**config.mk**
```make
export PLATFORM = sky130hd
export DESIGN_NAME = branch_resolve_unit
export DESIGN_NICKNAME = d
export VERILOG_FILES = /design/src/rtl/branch_resolve_unit.sv
export SDC_FILE = /design/constraint.sdc
export NUM_CORES = 1
export LEC_CHECK = 0
export ABC_CLOCK_PERIOD_IN_PS = 10900
export CORE_AREA = 5 5 155 157
export DETAILED_ROUTE_END_ITERATION = 8
export DIE_AREA = 0 0 160 162
export DONT_BUFFER_PORTS = 1
export PLACE_DENSITY = 0.47
export SETUP_SLACK_MARGIN = 0.05
export SLEW_MARGIN = 25
export SYNTH_ARGS = -nofsm -noshare
export SYNTH_HDL_FRONTEND = slang
export SYNTH_SLANG_ARGS = --single-unit
export TNS_END_PERCENT = 5
```
**constraint.sdc**
```tcl
create_clock -name clk -period 10.9 [get_ports clk]
set_clock_uncertainty 0.2 [all_clocks]
set_input_delay 3.27 -clock clk [delete_from_list [all_inputs] [get_ports clk]]
set_output_delay 3.27 -clock clk [all_outputs]
set_load 0.05 [all_outputs]
```
**src/rtl/branch_resolve_unit.sv**
```systemverilog
// branch_resolve_unit
//   Resolves conditional branches in the ID stage and keeps a 2-bit saturating
//   branch history table (BHT). The IF stage reads the table combinationally.
//
//   Ports:
//     clk, rst             core clock and synchronous active-high reset
//     stall                ID is held. While it is high nothing resolves or updates.
//     IF_pc / IF_pred_taken  fetch PC and the prediction made for it
//     ID_*                 ID-stage instruction fields, register data and carried prediction
//     EX/ME/WB_result      forwarding sources
//     forward_c/forward_d  operand selects (00 regfile, 01 WB, 10 ME, 11 EX)
//     br_taken, mispredict, redirect_pc  combinational resolution outputs
//
//   Optional feature: define BRPRED_STATS_EN to add the stat_branches and
//   stat_mispred counters. Both are 32 bits wide and wrap around.
//
//   BHT counter states:
//     state | meaning
//     00    | strong not-taken
//     01    | weak not-taken (reset value)
//     10    | weak taken
//     11    | strong taken
module branch_resolve_unit #(
  parameter int XLEN      = 32,
  parameter int BHT_IDX_W = 4
) (
  input  logic            clk,
  input  logic            rst,
  input  logic            stall,
  input  logic [XLEN-1:0] IF_pc,
  output logic            IF_pred_taken,
  input  logic            ID_valid,
  input  logic            ID_is_branch,
  input  logic [2:0]      ID_funct3,
  input  logic [XLEN-1:0] ID_pc,
  input  logic [XLEN-1:0] ID_imm,
  input  logic            ID_pred_taken,
  input  logic [XLEN-1:0] ID_rs1_data,
  input  logic [XLEN-1:0] ID_rs2_data,
  input  logic [XLEN-1:0] EX_result,
  input  logic [XLEN-1:0] ME_result,
  input  logic [XLEN-1:0] WB_result,
  input  logic [1:0]      forward_c,
  input  logic [1:0]      forward_d,
  output logic            br_taken,
  output logic            mispredict,
  output logic [XLEN-1:0] redirect_pc
`ifdef BRPRED_STATS_EN
  ,
  output logic [31:0]     stat_branches,
  output logic [31:0]     stat_mispred
`endif
);

  localparam int BHT_N = 1 << BHT_IDX_W;

  localparam logic [1:0] BHT_SNT = 2'b00;
  localparam logic [1:0] BHT_WNT = 2'b01;
  localparam logic [1:0] BHT_ST  = 2'b11;

  logic [XLEN-1:0]      op_a;
  logic [XLEN-1:0]      op_b;
  logic                 cond;
  logic                 cond_legal;
  logic                 resolve_en;
  logic [BHT_IDX_W-1:0] if_idx;
  logic [BHT_IDX_W-1:0] id_idx;
  logic [1:0]           bht_q [BHT_N];
  logic [1:0]           bht_d [BHT_N];

  always_comb begin
    op_a = ID_rs1_data;
    case (forward_c)
      2'b01:   op_a = WB_result;
      2'b10:   op_a = ME_result;
      2'b11:   op_a = EX_result;
      default: op_a = ID_rs1_data;
    endcase
  end

  always_comb begin
    op_b = ID_rs2_data;
    case (forward_d)
      2'b01:   op_b = WB_result;
      2'b10:   op_b = ME_result;
      2'b11:   op_b = EX_result;
      default: op_b = ID_rs2_data;
    endcase
  end

  always_comb begin
    cond       = 1'b0;
    cond_legal = 1'b1;
    case (ID_funct3)
      3'b000:  cond = (op_a == op_b);
      3'b001:  cond = (op_a != op_b);
      3'b100:  cond = ($signed(op_a) <  $signed(op_b));
      3'b101:  cond = ($signed(op_a) >= $signed(op_b));
      3'b110:  cond = (op_a <  op_b);
      3'b111:  cond = (op_a >= op_b);
      default: cond_legal = 1'b0;
    endcase
  end

  assign resolve_en  = ID_valid & ID_is_branch & ~stall;
  assign br_taken    = resolve_en & cond;
  assign mispredict  = resolve_en & (br_taken != ID_pred_taken);
  assign redirect_pc = br_taken ? (ID_pc + ID_imm) : (ID_pc + XLEN'(4));

  assign if_idx = IF_pc[BHT_IDX_W+1:2];
  assign id_idx = ID_pc[BHT_IDX_W+1:2];

  // The IF lookup reads the registered table with no bypass. An update to the
  // same index in this cycle becomes visible to IF on the next cycle.
  assign IF_pred_taken = bht_q[if_idx][1];

  logic unused_if_pc_bits;
  assign unused_if_pc_bits = ^{IF_pc[XLEN-1:BHT_IDX_W+2], IF_pc[1:0]};

  always_comb begin
    for (int i = 0; i < BHT_N; i++) begin
      bht_d[i] = bht_q[i];
    end
    if (resolve_en && cond_legal) begin
      if (br_taken) begin
        bht_d[id_idx] = (bht_q[id_idx] == BHT_ST) ? BHT_ST : bht_q[id_idx] + 2'd1;
      end else begin
        bht_d[id_idx] = (bht_q[id_idx] == BHT_SNT) ? BHT_SNT : bht_q[id_idx] - 2'd1;
      end
    end
  end

  always_ff @(posedge clk) begin
    for (int i = 0; i < BHT_N; i++) begin
      if (rst) begin
        bht_q[i] <= BHT_WNT;
      end else begin
        bht_q[i] <= bht_d[i];
      end
    end
  end

`ifdef BRPRED_STATS_EN
  logic [31:0] stat_branches_q;
  logic [31:0] stat_branches_d;
  logic [31:0] stat_mispred_q;
  logic [31:0] stat_mispred_d;

  // Illegal funct3 encodings are still counted because resolve_en does not
  // depend on the encoding.
  always_comb begin
    stat_branches_d = stat_branches_q + {31'd0, resolve_en};
    stat_mispred_d  = stat_mispred_q + {31'd0, mispredict};
  end

  always_ff @(posedge clk) begin
    if (rst) begin
      stat_branches_q <= 32'd0;
      stat_mispred_q  <= 32'd0;
    end else begin
      stat_branches_q <= stat_branches_d;
      stat_mispred_q  <= stat_mispred_d;
    end
  end

  assign stat_branches = stat_branches_q;
  assign stat_mispred  = stat_mispred_q;
`endif

endmodule

```
# Word-level counts from Yosys, hierarchy flattened
# Memories as Yosys holds them, arrays and structs flattened.
# Index checks and enable logic that the tools add are counted.
word_totals:
  out_inout_bits: 35
  memories: 1
  reg_bits: 0
  ramBits: 32
memory_table:
  columns: ["memory", "depth", "word_bits", "read_ports", "rd_ports_with_merged_regs", "write_ports", "line_no", "source"]
  rows:
  - ["bht_q", 16, 2, 18, 0, 16, "68", "logic [1:0] bht_q [BHT_N];"]
classes:
  magnitude_cmp: 6
  bitwise_logic: 22
  n_addsub: 4
  n_reduce_logical: 5
  muxes: 32
  n_eq_ne: 15
ops:
  columns: ["operator", "n"]
  rows:
  - ["$pmux W32 S3", 2]
  - ["$mux W32", 3]
  - ["$bwmux W32", 2]
  - ["$ge A32 B32 Y1", 2]
  - ["$lt A32 B32 Y1", 2]
  - ["$mux W2", 19]
  - ["$add A32 B3 Y32 const B", 1]
  - ["$add A32 B32 Y32", 1]
  - ["$eq A32 B32 Y1", 1]
  - ["$ne A32 B32 Y1", 1]
  - ["$or A1 B1 Y1", 16]
  - ["$eq A3 B3 Y1 const B", 4]
  - ["$eq A2 B2 Y1 const B", 5]
  - ["$demux W2 S4", 1]
  - ["$pmux W1 S6", 1]
  - ["$reduce_or A6 Y1", 1]
  - ["$ge A5 B5 Y1 const B", 1]
  - ["$lt A5 B1 Y1 const B", 1]
  - ["$not A4 Y5", 1]
  - ["$and A1 B1 Y1", 4]
  - ["$eq A2 B1 Y1 const B", 2]
  - ["$mux W1", 4]
  - ["$eq A3 B1 Y1 const B", 1]
  - ["$logic_not A3 Y1", 1]
  - ["other kinds (6)", 7]

# Longest topological paths before layout
# Gate-level depths: netlist (run 1).
depth:
  word_depth: 9
  mapped_depth: 16
  mapped_depth_nobuf: 12

# Worst setup path before layout (run 1)
# Ideal clock, no wire load.
synth_timing:
  kind: "input to output"
  from: "input forward_c[1]"
  to: "output redirect_pc[26]"
  arrival_time_ns: 8.159
  path_stages: 15
  t_required_ns: 7.430
  path_slack_ns: -0.729
  path_cell_list: "clkbuf_1 buf_1 mux4_2 ha_1 a21oi_1 a211oi_1 a2111oi_4 a21oi_2 or4_1 a31o_1 buf_6 nand3_1 buf_2 a211oi_1 a211oi_1"
synth_via:
  elab_chain_cells: 6
  word_cells_on_any_way: 13
synth_lines:
  columns: ["element", "line_no", "source"]
  rows:
  - ["from (decl)", "43", "input logic [1:0] forward_c,"]
  - ["$eq A2 B2 Y1 / $eq A2 B1 Y1 (equally long branches)", "73", "case (forward_c)"]
  - ["$pmux W32 S3 (*)", "73", null]
  - ["$ge A32 B32 Y1 (tied with other cells)", "100", "3'b111: cond = (op_a >= op_b);"]
  - ["$pmux W1 S6 (*)", "94", "case (ID_funct3)"]
  - ["$and A1 B1 Y1 (*)", "106", "assign br_taken = resolve_en & cond;"]
  - ["$mux W32 (*)", "108", "assign redirect_pc = br_taken ? (ID_pc + ID_imm) : (ID_pc + XLEN'(4));"]
  - ["to (decl)", "47", "output logic [XLEN-1:0] redirect_pc"]
# Mark *: on every way between the ends. The rest lies on a longest branch, timed or not.

# Worst setup path in the final report (run 1)
layout_timing:
  from: "input forward_c[1]"
  to: "output redirect_pc[31]"
# Same word-level chain as after synthesis.

==> results by group, run 1 <==
Placed design
  – HPWL reported at the end of detailed placement: 18.0 mm
  – DP Area: 0.00719 mm²
  – Port Buf Inserts: 0
  – Final GP Congestion: 0.826

Global route
  – Gr usage total: 15.1%
  – Vias in the first global route: 5,890
  – Initial antenna violation count: 1
  – Total gr overflow: 0
  – Largest net degree at the start of global routing: 33
  – First-pass GRT wire length: 32.0 mm

Final layout
  – Top Registers: bht_q x32
  – Layout cells sized above 1: 20.1%
  – Area delta synth->final: 11.1%
  – Multi-input logic area: 0.00567 mm²
  – Most frequent cells in the layout: mux4_2, ha_1, inv_1
  – Max FFs per register: 32
  – Design area: 0.00732 mm²
  – Reg with most FFs: bht_q
  – Reg area: 641 µm²
  – Filler cells: 2,330
  – Nets: 1,090
  – Most common cell after layout, fill and taps aside: mux4_2

Pwr
  – Leakage: 2.83 nW
  – Psw: 201 µW
  – Max rail drop VDD: 0.0643 mV
  – Switching Share: 37.5%
  – Fraction of power consumed by sequential logic: 22.0%
  – Power share of the combinational group: 54.7%
  – Pwr dens: 73.3 mW/mm²
  – Internal power: 336 µW
  – Clock power frac: 23.3%

Setup path
  – Worst Reg2Reg Path Length in Cells: 4
  – WP buf/inv: 1
  – Reg-to-reg startpoint: bht_q[15][1]
  – Critical path's largest stage delay: 530 ps
  – Setup crit end kind: output port
  – Crit path from: forward_c[1]
  – Data required, critical path: 7430 ps
  – Kind of critical path: input pin to output port
  – Cell Chain, Critical Path: mux4_2 -> ha_1 -> a21oi_1 -> a211oi_1 -> a2111oi_4 -> a21oi_2 -> or4_1 -> a31o_1 -> and2_4 -> a311o_1 -> or4b_1 -> buf_4
  – Worst path slowest cell: or4_1
  – CP delay by family, top: compound AO/OA/AOI/OAI gates
  – Max Fanout on Critical Path: 32
  – Worst reg-to-reg setup slack: 8460 ps
  – Critical path arrival: 6950 ps
  – Startpoint Class: input pin
  – R2R Path End: bht_q[15][0]

Run status
  – Run status: finished clean

Die
  – DIE HEIGHT: 162 µm
  – Rows: 55
  – Die extent in x: 160 µm
  – Core ar.: 0.0224 mm²
  – Die area: 0.0259 mm²
  – IO Pins: 304
  – Initial core utilization: 29.5%

Synthesis
  – Mapped Area: 0.00659 mm²
  – Synth Area in Adders: 13.2%
  – EDFF count, synth: 0
  – Primary FF master, synth: dfxtp_1
  – Xor/xnor share of the synthesized area: 6.25%
  – Post-synth top area share: 27.0%
  – Instance count of the mapped netlist: 744
  – Syn avg cell area: 8.86 µm²
  – Mux cell area share after synthesis: 27.7%
  – Register area share after synthesis: 9.72%
  – Synth Area in Simple Gates: 18.9%
  – Number of synthesized register bits: 32
  – Async set or reset register ratio after synthesis: 0%
  – Top post-synthesis cells by area: mux4_2, ha_1, dfxtp_1
  – Largest family of logic cells by synthesized area: multiplexers
  – Cell taking the most area after synthesis: mux4_2
  – Synth Area in Compound Gates: 18.8%
  – Net Count, Synth: 1,081
  – Count of cell types in the netlist: 62
  – Syn. warnings: 0

Timing
  – Relative slew slack: 29.3%
  – Crit share post-route: 95.6%
  – Final setup fails: 0
  – Max Freq: 96.0 MHz
  – RSZ-0062 raised after global routing: no
  – Crit path time final: 10,420 ps
  – Final hold violations: 0
  – Setup TNS Final: 0 ps
  – Slew Viols, Final: 0
  – Least-Margin Pin Slew: 1030 ps

Drt
  – Detailed Route WL: 20.7 mm
  – Via count: 5,796
  – Routed len/inst: 20.0 µm
  – Detailed Routing Iterations Pass 1: 4
  – Vias per Instance: 5.58
  – Drt first-iter violations: 260
  – ANT nets after route: 0
  – Post-route DRC: 0

CTS
  – # hold bufs at CTS: 0
  – Reg clk slew, reported paths: 50 ps
  – CTS tree: built
  – Worst-Skew Late Latency: 270 ps
  – Clk buf depth: 2
  – CTS root buf: clkbuf_16
  – Post-CTS setup buffers: 0
  – CTS Buf Count: 5
  – Post_cts resized: 0
  – CTS sink count: 32
  – Htree depth: 2

Worst hold path
  – Hold path endpoint: bht_q[14][1]
  – HP Class: flop to flop
  – Hold_sp: bht_q[14][1]
  – Worst Hold Path Cells: 2

Run
  – Maxcap violations: 0
## logic make-up after synthesis
family / Yosys count
mux: 83
xor+xnor: 47
compound gates: 181
flops: 32
fa+ha+maj: 69
simple gates: 241
buf+inv: 91
## metal layers
layer,track usage [%],part of all wire (%)
met1,18.0,40
met2,26.3,49
met3,5.05,9.1
met4,3.48,2.3
met5,0,0
## synth_stat cells (2+ instances only)
cell type   n
a211o_1    18
a211oi_1    8
a21boi_0    3
a21o_1     15
a21oi_1    48
a21oi_2     3
a311oi_1   17
a31oi_1     6
and2_1     17
and3_1     14
and4_1      3
buf_1       8
buf_2       3
buf_6       2
clkbuf_1   21
dfxtp_1    32
ha_1       67
inv_1      57
mux2_2      2
mux4_2     79
nand2_1    55
nand2b_1   11
nand3_1    21
nand3b_1    3
nand4_1    14
nand4b_1    3
nor2_1     48
nor2b_1    20
nor3_1     17
nor3b_1     3
nor4_1      3
nor4b_1     3
o211ai_1    2
o21a_1      4
o21ai_0    33
o21bai_1    5
o31ai_1     5
or2_2       2
xnor2_1    25
xor2_1     22
## worst min-delay path: stages (launching register included)
cell,delay (ps)
dfxtp_1,320
nor2_1,100
a311oi_1,50
## power by group through the flow
| stage | Clock, mW | Combinational [mW] | Sequential, mW |
|---|---|---|---|
| floorplan | 0 | 0.251 | 0.121 |
| global placement | 0 | 0.296 | 0.121 |
| detailed placement | 0 | 0.296 | 0.121 |
| CTS | 0.127 | 0.298 | 0.118 |
| global route | 0.135 | 0.324 | 0.118 |
| finish | 0.125 | 0.294 | 0.118 |
## metrics by stage
| step | power [mW] | utilization, % | worst slack, ps | instances | hold slack, ps |
|---|---|---|---|---|---|
| after floorplan | 0.372 | - | 71.7 | 744 | 283 |
| after global placement | 0.417 | 32.2 | 376 | 1031 | 290 |
| after detailed placement | 0.417 | 32.2 | 399 | 1031 | 300 |
| after CTS | 0.543 | 32.7 | 387 | 1036 | 307 |
| after global routing | 0.577 | 32.7 | 290 | 1038 | 328 |
| final | 0.537 | 32.7 | 479 | 1038 | 307 |
## cell type report
cell class,count,area share [%]
antenna,2,0.0683
clock buffer,5,1.71
inverter,57,2.92
multi-input combinational,621,77.5
sequential,32,8.75
tap,285,4.87
timing repair buffer,36,4.20
## how the worst max path moves through the flow
stage	slack [ps]	endpoint	cells past startpoint
4_1_cts	390	redirect_pc[31]	12
5_1_grt	290	redirect_pc[31]	13
3_3_place_gp	380	redirect_pc[31]	12
6_report	480	redirect_pc[31]	12
3_5_place_dp	400	redirect_pc[31]	12
2_1_floorplan	70	redirect_pc[24]	16
No activity file was read; power rests on OpenSTA's default activity.
==> inputs of run 2 (changes only) <==
- ABC_CLOCK_PERIOD_IN_PS: 10900 -> not set
==> results of run 2 <==
The final DEF is identical to that of run 1; final timing and power are the same.
==> inputs of run 3 (changes only) <==
- ABC_CLOCK_PERIOD_IN_PS: not set -> 10900
- CAP_MARGIN: not set -> 20
==> results of run 3 <==
The final DEF is identical to that of run 1; final timing and power are the same.
